### src/rtl/uart_tx_arbiter.sv
// uart_tx_arbiter: shares one 8N1 byte serializer among NREQ byte producers.
// Round-robin grant per burst. A burst ends on req_last, after MAX_BURST bytes,
// when the grantee drops valid, or when the serializer never acknowledges a start.
// Consecutive bursts are separated by an idle gap of GAP_CLKS clocks.
module uart_tx_arbiter #(
  parameter int NREQ      = 4,
  parameter int IDW       = 2,
  parameter int MAX_BURST = 16,
  parameter int GAP_CLKS  = 1250,
  parameter int ACK_CLKS  = 64
) (
  input  logic              clk,
  input  logic              nrst,
  input  logic [NREQ-1:0]   req_valid,
  input  logic [8*NREQ-1:0] req_data,
  input  logic [NREQ-1:0]   req_last,
  output logic [NREQ-1:0]   req_ready,
  output logic [7:0]        tx_data,
  output logic              tx_start,
  input  logic              tx_busy,
  output logic              grant_active,
  output logic [IDW-1:0]    grant_id,
  output logic              err_ack
);

  localparam int CNT_W    = $clog2(MAX_BURST + 1);
  localparam int GAP_LAST = (GAP_CLKS > 0) ? GAP_CLKS - 1 : 0;
  localparam int GAP_W    = (GAP_LAST > 0) ? $clog2(GAP_LAST + 1) : 1;
  localparam int ACK_LAST = (ACK_CLKS > 0) ? ACK_CLKS - 1 : 0;
  localparam int ACK_W    = (ACK_LAST > 0) ? $clog2(ACK_LAST + 1) : 1;

  typedef enum logic [2:0] {
    ST_IDLE      = 3'd0,
    ST_SEND      = 3'd1,
    ST_WAIT_ACK  = 3'd2,
    ST_WAIT_DONE = 3'd3,
    ST_GAP       = 3'd4
  } state_t;

  state_t           r_state,        w_state_nxt;
  logic [IDW-1:0]   r_rr_ptr,       w_rr_ptr_nxt;
  logic [IDW-1:0]   r_grant_id,     w_grant_id_nxt;
  logic             r_grant_active, w_grant_active_nxt;
  logic [CNT_W-1:0] r_count,        w_count_nxt;
  logic             r_last,         w_last_nxt;
  logic [7:0]       r_tx_data,      w_tx_data_nxt;
  logic             r_tx_start,     w_tx_start_nxt;
  logic             r_err_ack,      w_err_ack_nxt;
  logic [GAP_W-1:0] r_gap_cnt,      w_gap_cnt_nxt;
  logic [ACK_W-1:0] r_ack_cnt,      w_ack_cnt_nxt;

  logic [7:0]       w_data_arr [NREQ];
  logic [IDW-1:0]   w_pick;
  logic [IDW-1:0]   w_ptr_inc;
  logic [7:0]       w_sel_data;
  logic             w_sel_valid;
  logic             w_sel_last;
  logic [NREQ-1:0]  w_onehot;

  // First valid index at or after ptr, wrapping; lower offsets from ptr win.
  function automatic logic [IDW-1:0] rr_pick(input logic [NREQ-1:0] valid,
                                             input logic [IDW-1:0]  ptr);
    logic [IDW-1:0] pick;
    logic [IDW-1:0] idx;
    pick = ptr;
    for (int k = NREQ - 1; k >= 0; k--) begin
      idx  = IDW'((int'(ptr) + k) % NREQ);
      pick = valid[idx] ? idx : pick;
    end
    return pick;
  endfunction

  genvar gi;
  generate
    for (gi = 0; gi < NREQ; gi++) begin : g_split
      assign w_data_arr[gi] = req_data[8*gi+7 : 8*gi];
    end
  endgenerate

  assign w_pick      = rr_pick(req_valid, r_rr_ptr);
  assign w_sel_data  = w_data_arr[r_grant_id];
  assign w_sel_valid = req_valid[r_grant_id];
  assign w_sel_last  = req_last[r_grant_id];
  assign w_ptr_inc   = (r_grant_id == IDW'(NREQ - 1)) ? {IDW{1'b0}} : r_grant_id + IDW'(1);
  assign w_onehot    = {{(NREQ-1){1'b0}}, 1'b1} << r_grant_id;

  // Ready is the only combinational output: the grantee may hand over a byte in SEND.
  assign req_ready    = (r_state == ST_SEND) ? w_onehot : {NREQ{1'b0}};
  assign tx_data      = r_tx_data;
  assign tx_start     = r_tx_start;
  assign grant_active = r_grant_active;
  assign grant_id     = r_grant_id;
  assign err_ack      = r_err_ack;

  // Next-state and next-output logic of the grant/serializer sequencing FSM.
  always_comb begin
    w_state_nxt        = r_state;
    w_rr_ptr_nxt       = r_rr_ptr;
    w_grant_id_nxt     = r_grant_id;
    w_grant_active_nxt = r_grant_active;
    w_count_nxt        = r_count;
    w_last_nxt         = r_last;
    w_tx_data_nxt      = r_tx_data;
    w_tx_start_nxt     = 1'b0;
    w_err_ack_nxt      = r_err_ack;
    w_gap_cnt_nxt      = r_gap_cnt;
    w_ack_cnt_nxt      = r_ack_cnt;

    case (r_state)
      ST_IDLE: begin
        if (|req_valid) begin
          w_grant_id_nxt     = w_pick;
          w_grant_active_nxt = 1'b1;
          w_count_nxt        = {CNT_W{1'b0}};
          w_state_nxt        = ST_SEND;
        end else begin
          w_state_nxt = ST_IDLE;
        end
      end

      ST_SEND: begin
        if (w_sel_valid) begin
          w_tx_data_nxt  = w_sel_data;
          w_last_nxt     = w_sel_last;
          w_count_nxt    = (r_count == CNT_W'(MAX_BURST)) ? r_count : r_count + CNT_W'(1);
          // A serializer still busy here counts as the ack; never start over a busy frame.
          w_tx_start_nxt = ~tx_busy;
          w_ack_cnt_nxt  = {ACK_W{1'b0}};
          w_state_nxt    = ST_WAIT_ACK;
        end else begin
          w_grant_active_nxt = 1'b0;
          w_rr_ptr_nxt       = w_ptr_inc;
          w_gap_cnt_nxt      = {GAP_W{1'b0}};
          w_state_nxt        = ST_GAP;
        end
      end

      ST_WAIT_ACK: begin
        if (tx_busy) begin
          w_state_nxt = ST_WAIT_DONE;
        end else if (r_ack_cnt == ACK_W'(ACK_LAST)) begin
          w_err_ack_nxt      = 1'b1;
          w_grant_active_nxt = 1'b0;
          w_rr_ptr_nxt       = w_ptr_inc;
          w_gap_cnt_nxt      = {GAP_W{1'b0}};
          w_state_nxt        = ST_GAP;
        end else begin
          w_ack_cnt_nxt = r_ack_cnt + ACK_W'(1);
        end
      end

      ST_WAIT_DONE: begin
        if (!tx_busy) begin
          if (r_last || (r_count == CNT_W'(MAX_BURST))) begin
            w_grant_active_nxt = 1'b0;
            w_rr_ptr_nxt       = w_ptr_inc;
            w_gap_cnt_nxt      = {GAP_W{1'b0}};
            w_state_nxt        = ST_GAP;
          end else begin
            w_state_nxt = ST_SEND;
          end
        end else begin
          w_state_nxt = ST_WAIT_DONE;
        end
      end

      ST_GAP: begin
        if (r_gap_cnt == GAP_W'(GAP_LAST)) begin
          w_state_nxt = ST_IDLE;
        end else begin
          w_gap_cnt_nxt = r_gap_cnt + GAP_W'(1);
        end
      end

      default: begin
        w_grant_active_nxt = 1'b0;
        w_state_nxt        = ST_IDLE;
      end
    endcase
  end

  // State and registered-output update with asynchronous reset to an idle, ungranted arbiter.
  always_ff @(posedge clk or negedge nrst) begin
    if (!nrst) begin
      r_state        <= ST_IDLE;
      r_rr_ptr       <= {IDW{1'b0}};
      r_grant_id     <= {IDW{1'b0}};
      r_grant_active <= 1'b0;
      r_count        <= {CNT_W{1'b0}};
      r_last         <= 1'b0;
      r_tx_data      <= 8'h00;
      r_tx_start     <= 1'b0;
      r_err_ack      <= 1'b0;
      r_gap_cnt      <= {GAP_W{1'b0}};
      r_ack_cnt      <= {ACK_W{1'b0}};
    end else begin
      r_state        <= w_state_nxt;
      r_rr_ptr       <= w_rr_ptr_nxt;
      r_grant_id     <= w_grant_id_nxt;
      r_grant_active <= w_grant_active_nxt;
      r_count        <= w_count_nxt;
      r_last         <= w_last_nxt;
      r_tx_data      <= w_tx_data_nxt;
      r_tx_start     <= w_tx_start_nxt;
      r_err_ack      <= w_err_ack_nxt;
      r_gap_cnt      <= w_gap_cnt_nxt;
      r_ack_cnt      <= w_ack_cnt_nxt;
    end
  end

endmodule

### config.mk
export PLATFORM = sky130hd
export DESIGN_NAME = uart_tx_arbiter
export DESIGN_NICKNAME = d
export VERILOG_FILES = /design/src/rtl/uart_tx_arbiter.sv
export SDC_FILE = /design/constraint.sdc
export NUM_CORES = 1
export LEC_CHECK = 0
export ABC_AREA = 1
export BUFFER_PORTS_ARGS = -buffer_cell sky130_fd_sc_hd__buf_2
export CAP_MARGIN = 5
export CORE_UTILIZATION = 42
export DETAILED_ROUTE_END_ITERATION = 12
export PLACE_DENSITY = 0.66
export SLEW_MARGIN = 5
export SYNTH_ARGS = -nofsm -noshare
export SYNTH_HDL_FRONTEND = slang
export SYNTH_SLANG_ARGS = --single-unit
export TNS_END_PERCENT = 20
### constraint.sdc
create_clock -name clk -period 3.3 [get_ports clk]
set_input_delay 0.33 -clock clk [delete_from_list [all_inputs] [get_ports clk]]
set_output_delay 0.33 -clock clk [all_outputs]
set_load 0.1 [all_outputs]
Word level (Yosys, flattened, before mapping). Index checks and enable logic that the tools add are counted.

Input port bits: 43. Bits in registers: 41. Output and inout bits: 17. Word-level logic and storage cells: 123.

Reductions and logical operators: 16. Add/sub/neg operators: 7. Equal/unequal tests: 20. Shifts and indexed selects: 1. Bitwise operators: 3. Muxes and demuxes: 59. Magnitude comparators: 6.

Operators by type and width (number): $mux 11 (6); $pmux 11 s4 (1); $ne 2x2->1 const B (11); $mux 2 (10); $mux 3 (6); $mux 6 (3); $bmux 8 s2 (1); $mux 8 (2); $lt 2x3->1 const B (5); $mux 1 (15); $mux 5 (3); $pmux 3 s5 (1); $reduce_and 7->1 (2); $bmux 1 s2 (6); $pmux 6 s2 (1); $add 11x1->11 const B (1); $eq 11x11->1 const B (1); $pmux 5 s2 (1); $reduce_and 4->1 (2); $add 6x1->6 const B (1); $eq 3x2->1 const B (2); $eq 6x6->1 const B (1); $pmux 2 s3 (1); $reduce_and 2->1 (3); 22 further kinds (26).

Logic depth before layout (Yosys ltp). Gate-level depths: netlist of run 1.

Depth after elaboration: 7. Mapped depth: 12. Gate-level depth less buffers: 11.

Worst setup path after synthesis of run 1. OpenSTA, ideal clock, no wires.

Path type: register -> output. Start point: reg r_grant_id[0] (netlist: grant_id[0]). End point: out req_ready[2]. Data required time: 2.970 ns. Cell stages (with the launch flop): 6. Path buffers: 1. Arrival time: 2.806 ns. Setup slack: 0.164 ns. Cells stage by stage: dfrtp_1 > inv_1 > clkbuf_1 > ha_1 > inv_1 > nor2_1.

Word-level cells in the longest chain between the ends: 2.

Ends and longest elaborated chain: start, declared (RTL line 42) `logic [IDW-1:0] r_grant_id, w_grant_id_nxt;`; start signal, assigned (RTL line 187) `r_grant_id <= {IDW{1'b0}};`; start signal, assigned (RTL line 199) `r_grant_id <= w_grant_id_nxt;`; $shl 1x2->4 (RTL line 85) `assign w_onehot = {{(NREQ-1){1'b0}}, 1'b1} << r_grant_id;`; $mux 4 (RTL line 88) `assign req_ready = (r_state == ST_SEND) ? w_onehot : {NREQ{1'b0}};`; end, declared (RTL line 17) `output logic [NREQ-1:0] req_ready,`.

Every way passes these cells.

Worst setup path after layout of run 1.
Start point: reg r_grant_id[0] (netlist: grant_id[0]). End point: out req_ready[0].

The elaborated chain is that of the path after synthesis.

==> results of run 1 <==
worst max path at each step:
stage                      from            to  slack (ns)  depth (start not counted)
floorplan           grant_id[0]  req_ready[2]        0.16                          5
global placement    grant_id[0]  r_ack_cnt[1]        1.23                          8
detailed placement  grant_id[0]  r_ack_cnt[5]        1.15                          8
CTS                 grant_id[1]  req_ready[0]        1.03                          5
global route        grant_id[0]  r_ack_cnt[5]        0.87                          8
finish              grant_id[0]  req_ready[0]        1.02                          5
worst reg2reg max path: stages (launching register included):
cell and delay, ns:
dfrtp_1 0.40, inv_1 0.45, nand2_1 0.11, nand3_1 0.13, nand3_2 0.36, a22oi_2 0.41, inv_2 0.10, nand2_1 0.07
nand2_1 0.05
through the flow:
| stage | utilization | worst slack [ns] | area [sq um] |
|---|---|---|---|
| floorplan | - | 0.164 | 2690 |
| global placement | 0.501 | 1.23 | 3040 |
| detailed placement | 0.501 | 1.15 | 3040 |
| CTS | 0.520 | 1.03 | 3150 |
| global route | 0.520 | 0.870 | 3150 |
| finish | 0.520 | 1.02 | 3150 |
where the power goes:
part	internal [W]	switching, W
registers	0.000644	0.000143
clock network	0.000227	0.000191
logic	0.000478	0.00135
total	0.00135	0.00169
metal layers:
metal / share of wire / wire (um) / vias to the layer above / global-route usage
li1: - / - / 1301 / -
met1: 0.50 / 3030 / 1147 / 0.267
met2: 0.45 / 2770 / 44 / 0.350
met3: 0.029 / 174 / 11 / 0.0333
met4: 0.018 / 108 / 0 / 0.0737
met5: 0 / 0 / - / 0
registers in the layout, summed over array words and instances (netlist names):
name	cells
tx_start	1
r_state	3
tx_data	8
r_ack_cnt	6
grant_id	2
err_ack	1
r_gap_cnt	11
r_count	5
r_rr_ptr	2
grant_active	1
r_last	1
logic make-up after synthesis:
kind of cell,synth area share
fa+ha+maj,0.0419
simple gates,0.331
xor+xnor,0.0163
mux,0.0433
flops,0.382
compound gates,0.104
buf+inv,0.0815
placed cells by master, fill, tap and decap left out:
| master | count |
|---|---|
| a21oi_1 | 5 |
| o22ai_1 | 9 |
| nor3_4 | 1 |
| nand3_2 | 1 |
| and2_1 | 1 |
| buf_2 | 59 |
| buf_4 | 1 |
| o31ai_1 | 1 |
| ha_1 | 9 |
| xor2_1 | 5 |
| a22oi_1 | 1 |
| a22oi_2 | 1 |
| o21bai_1 | 5 |
| nand4_1 | 5 |
| or2_2 | 2 |
| clkinvlp_4 | 1 |
| nor3_1 | 6 |
| nand3_1 | 32 |
| nand3_4 | 1 |
| clkbuf_8 | 5 |
| nor2_4 | 2 |
| nand2_2 | 1 |
| clkinv_4 | 1 |
| o21ai_2 | 1 |
| mux2_4 | 7 |
| bufinv_16 | 1 |
| inv_2 | 5 |
| mux2_2 | 1 |
| nand3b_1 | 1 |
| nand2_1 | 102 |
| nor2_1 | 48 |
| o21ai_0 | 25 |
| inv_4 | 1 |
| nor2_2 | 1 |
| inv_1 | 39 |
| dfrtp_1 | 41 |
final cells by class:
| class | instances | area (sq um) | area share |
|---|---|---|---|
| multi-input combinational | 274 | 1440 | 0.458 |
| tap | 75 | 93.8 | 0.0298 |
| clock buffer | 5 | 68.8 | 0.0218 |
| sequential | 41 | 1030 | 0.326 |
| inverter | 45 | 171 | 0.0544 |
| timing repair buffer | 60 | 303 | 0.0961 |
| clock inverter | 3 | 46.3 | 0.0147 |
==> impl_metrics.tcl, run 1 <==
set metrics [dict create \
    arrival_ns 1.95 \
    crit_top_cell "inv_1" \
    synth_area_per_cell_sq_um 7.28 \
    totalWireLength_mm 6.08 \
    stdcell_count 503 \
    grt_max_degree 42 \
    fin_nets 479 \
    port_buffers 59 \
    overflow 0 \
    hold_viol 0 \
    num_vias 2503 \
    ys_seq_area_frac 0.382 \
    rsz0062_at_grt "false" \
    wire_per_inst_um 12.1 \
    netlist_instances 369 \
    clock.fmax_mhz 439 \
    hold_class "input port to async pin" \
    synth_area_leader_cell "dfrtp_1" \
    p_total_w 0.00303 \
    dpl.cell_count 495 \
    crit_family "buffers and inverters" \
    synth.distinct_cells 34 \
    ios 60 \
    postCtsSetupBuffers 0 \
    grt_pass1_vias 2406 \
    critPathKind "register to output port" \
    ys_ff_latch 41 \
    ctsHoldBuffers 0 \
    die_h_um 82.0 \
    leakagePower_nw 1.67 \
    setup_viol 0 \
    relSlewSlack 0.379 \
    clk-insertion-delay-late_ns 0.30 \
    h-tree-depth 2 \
    core-area_sq_mm 0.00606 \
    synth_common_cells "102 x nand2_1, 48 x nor2_1, 41 x dfrtp_1, 39 x inv_1, 32 x nand3_1" \
    path_buf_inv 3 \
    synth-edff-count 0 \
    slowest_stage "inv_1" \
    dp_hpwl_mm 4.61 \
    cts_resized 0 \
    reg2reg_slack_ns 1.13 \
    tightest_slew_ns 0.932 \
    async_flop_share 1.00 \
    cpPeakStageDelay_ns 0.45 \
    fin_hold_ws_ns 0.142 \
    yosys_warnings 0 \
    drive_above_1_share 0.217 \
    nFillCells 608 \
    status "finished clean" \
    drv_slew 0 \
    antenna_cells 0 \
    grt_usage 0.208 \
    rr_startpoint "grant_id[0]" \
    cts_buffer_depth 2 \
    syn_nets 421 \
    post-route-period-util 0.690 \
    cts_tree "built" \
    ant_nets 0 \
    root_buffer "clkbuf_8" \
    r2r_cells 8 \
    drt_iter0_drc 146 \
    gp_congestion 0.844 \
    power_density_mw_per_mm2 963 \
    synth_ff_type "dfrtp_1" \
    grt_antenna_before_repair 0 \
    clk_pin_slew_ns 0.09 \
    tns_ns 0 \
    crit_chain "inv_1, ha_1, inv_1, nor2_1, buf_2" \
    startpoint_type "register" \
    vdd_drop_max_uv 902 \
    reg2reg_to "r_ack_cnt[5]" \
    die_area_sq_mm 0.00672 \
    start_util 0.443 \
    crit_path_max_fanout 23 \
    yosys-top-cells-area "dfrtp_1 38%, nand2_1 14%, nor2_1 6.7%" \
    row_count 28 \
    worst_ep_required_time_ns 2.97 \
    grt_pass1_wl_mm 10.6 \
    syn-cell-area_sq_mm 0.00269 \
    numClockSinks 41 \
    end_kind "output port" \
    synth_top_area_frac 0.382 \
    cts_buffers 5 \
    synthMostInstantiatedCell "nand2_1" \
    avgViaCountPerCell 4.98 \
    final.setup_skew_ns 0.00589 \
    timing.final.crit_period_ns 2.28 \
    first_pass_iters 4 \
    drv_cap 0 \
    syn2layout_area_growth_pct 17.3 \
    die_x_um 82.0 \
    drc 0 \
]
(Power assumes the default switching activity.)
==> inputs of run 2 (changes only) <==
==> constraint.sdc (replaced) <==
create_clock -name clk -period 2.25 [get_ports clk]
set_input_delay 0.225 -clock clk [delete_from_list [all_inputs] [get_ports clk]]
set_output_delay 0.225 -clock clk [all_outputs]
set_load 0.1 [all_outputs]
==> run 2 against run 1 <==
Routed wire length increased by 0.26%. Combinational power rose by 55%. Design area grew 2.9%. Worst setup slack lost 0.90 ns. Hold slack better by 0.059 ns. First-iteration DRC count shrank 6.8%. Sequential cell count did not move. Critical endpoint is now req_ready[3]. Sequential power grew 45%. Total power increased by 50%. Cell count is 0.99% higher. Register-to-register slack got worse by 0.66 ns.
==> impl_metrics.tcl, run 2 (synthesis gave the netlist of run 1 again) <==
set metrics [dict create \
    end_kind "output port" \
    num_vias 2533 \
    antenna_cells 0 \
    hold_class "input port to register" \
    clk_pin_slew_ns 0.08 \
    crit_path_max_fanout 7 \
    grt_max_degree 28 \
    postCtsSetupBuffers 0 \
    worst_ep_required_time_ns 2.03 \
    fin_nets 485 \
    swShare 0.549 \
    tns_ns 0 \
    setup_viol 0 \
    core-area_sq_mm 0.00606 \
    tightest_slew_ns 0.500 \
    drv_cap 0 \
    root_buffer "clkbuf_8" \
    port_buffers 59 \
    leakagePower_nw 1.70 \
    drc 0 \
    arrival_ns 1.91 \
    startpoint_type "register" \
    clock.fmax_mhz 469 \
    grt_pass1_vias 2355 \
    switching_power_w 0.00250 \
    intPower_w 0.00205 \
    numClockSinks 41 \
    overflow 0 \
    hold_viol 0 \
    start_util 0.443 \
    die_area_sq_mm 0.00672 \
    fin_hold_ws_ns 0.201 \
    power_frac_comb 0.624 \
    vdd_drop_max_uv 1150 \
    grt_pass1_wl_mm 10.5 \
    drv_slew 0 \
    drive_above_1_share 0.233 \
    die_h_um 82.0 \
    p_clk_frac 0.127 \
    grt_antenna_before_repair 0 \
    gp_congestion 0.875 \
    rsz0062_at_grt "false" \
    layout_commonest_cell "nand2_1" \
    syn2layout_area_growth_pct 20.7 \
    dp_hpwl_mm 4.70 \
    h-tree-depth 2 \
    totalWireLength_mm 6.09 \
    grt_usage 0.204 \
    cts_tree "built" \
    final.setup_skew_ns 0.00897 \
    cts_buffer_depth 2 \
    drt_iter0_drc 136 \
    timing.final.crit_period_ns 2.13 \
    post-route-period-util 0.947 \
    ios 60 \
    regMostFlops "r_gap_cnt" \
    largest_register_ffs 11 \
    first_pass_iters 4 \
    relSlewSlack 0.669 \
    critPathKind "register to output port" \
    die_x_um 82.0 \
    ant_nets 0 \
    final_cell_mix "102 x nand2_1, 57 x buf_2, 44 x nor2_1" \
    p_seq_frac 0.250 \
    cts_buffers 5 \
    power_density_mw_per_mm2 1400 \
    clk-insertion-delay-late_ns 0.30 \
    status "finished clean" \
    avgViaCountPerCell 4.99 \
    wire_per_inst_um 12.0 \
    row_count 28 \
]
## run 2: cell types whose count changed in the layout (fill, tap and decap cells not counted)
cell	change
buf_12	+2
buf_2	-2
buf_4	+5
clkinv_2	+1
clkinv_4	-1
clkinvlp_4	-1
dlygate4sd3_1	+1
nor2_1	-4
nor2_2	+1
nor2_4	+3
## run 2: area by class of cell
cell class / count / area (sq um)
fillers: 573 / 2820
multi-input cells: 274 / 1470
flip-flops and latches: 41 / 1030
repair buffers: 66 / 380
inverters: 45 / 171
well taps: 75 / 93.8
clock buffers: 5 / 68.8
clock inverters: 2 / 35.0
## run 2: power by group through the flow
stage          registers (W)  logic, W  clock network (W)
3_3_place_gp         0.00114   0.00281                  0
6_report             0.00114   0.00284           0.000576
3_5_place_dp         0.00115   0.00284                  0
4_1_cts              0.00113   0.00285           0.000590
5_1_grt              0.00117   0.00310           0.000614
2_1_floorplan        0.00187   0.00153                  0
## run 2: worst max-delay path: stages, from the launching register on
cell     delay (ns)
dfrtp_1        0.44
nor3_4         0.35
inv_1          0.25
nor2_2         0.12
buf_2          0.43
## run 2: stage by stage
step	total power (W)	setup WS (ns)	instance area [sq um]	util	std cells
global route	0.00488	0.0311	3240	0.535	508
detailed placement	0.00399	0.454	3130	0.516	500
global placement	0.00395	0.482	3130	0.516	500
floorplan	0.00340	-0.0827	2710	-	369
finish	0.00455	0.119	3240	0.535	508
CTS	0.00458	0.118	3240	0.535	508
## run 2: path summary, 6_finish.rpt
path	startpoint	end	slack (ns)	depth (start not counted)
min reg2reg	err_ack	err_ack	0.48	1
max reg2reg	r_state[2]	r_ack_cnt[2]	0.47	6
min	tx_busy	tx_start	0.20	2
max in group asynchronous	nrst	tx_data[3]	1.23	3
min in group asynchronous	nrst	tx_data[6]	0.35	2
max	r_state[2]	req_ready[3]	0.12	4
## run 2: timing repair
action / 4_1_cts / 5_1_grt
hold buffers: 1 / 0
hold endpoints to repair: 14 / 0
setup endpoints to repair: 0 / 0
gates resized for setup: 0 / 0
## run 2: metal layers
layer	GRT usage	vias up	routed length, um
met5	0	-	0
met4	0.0509	0	42
met3	0.0378	4	222
met2	0.333	48	2830
met1	0.275	1167	3000
li1	-	1314	-
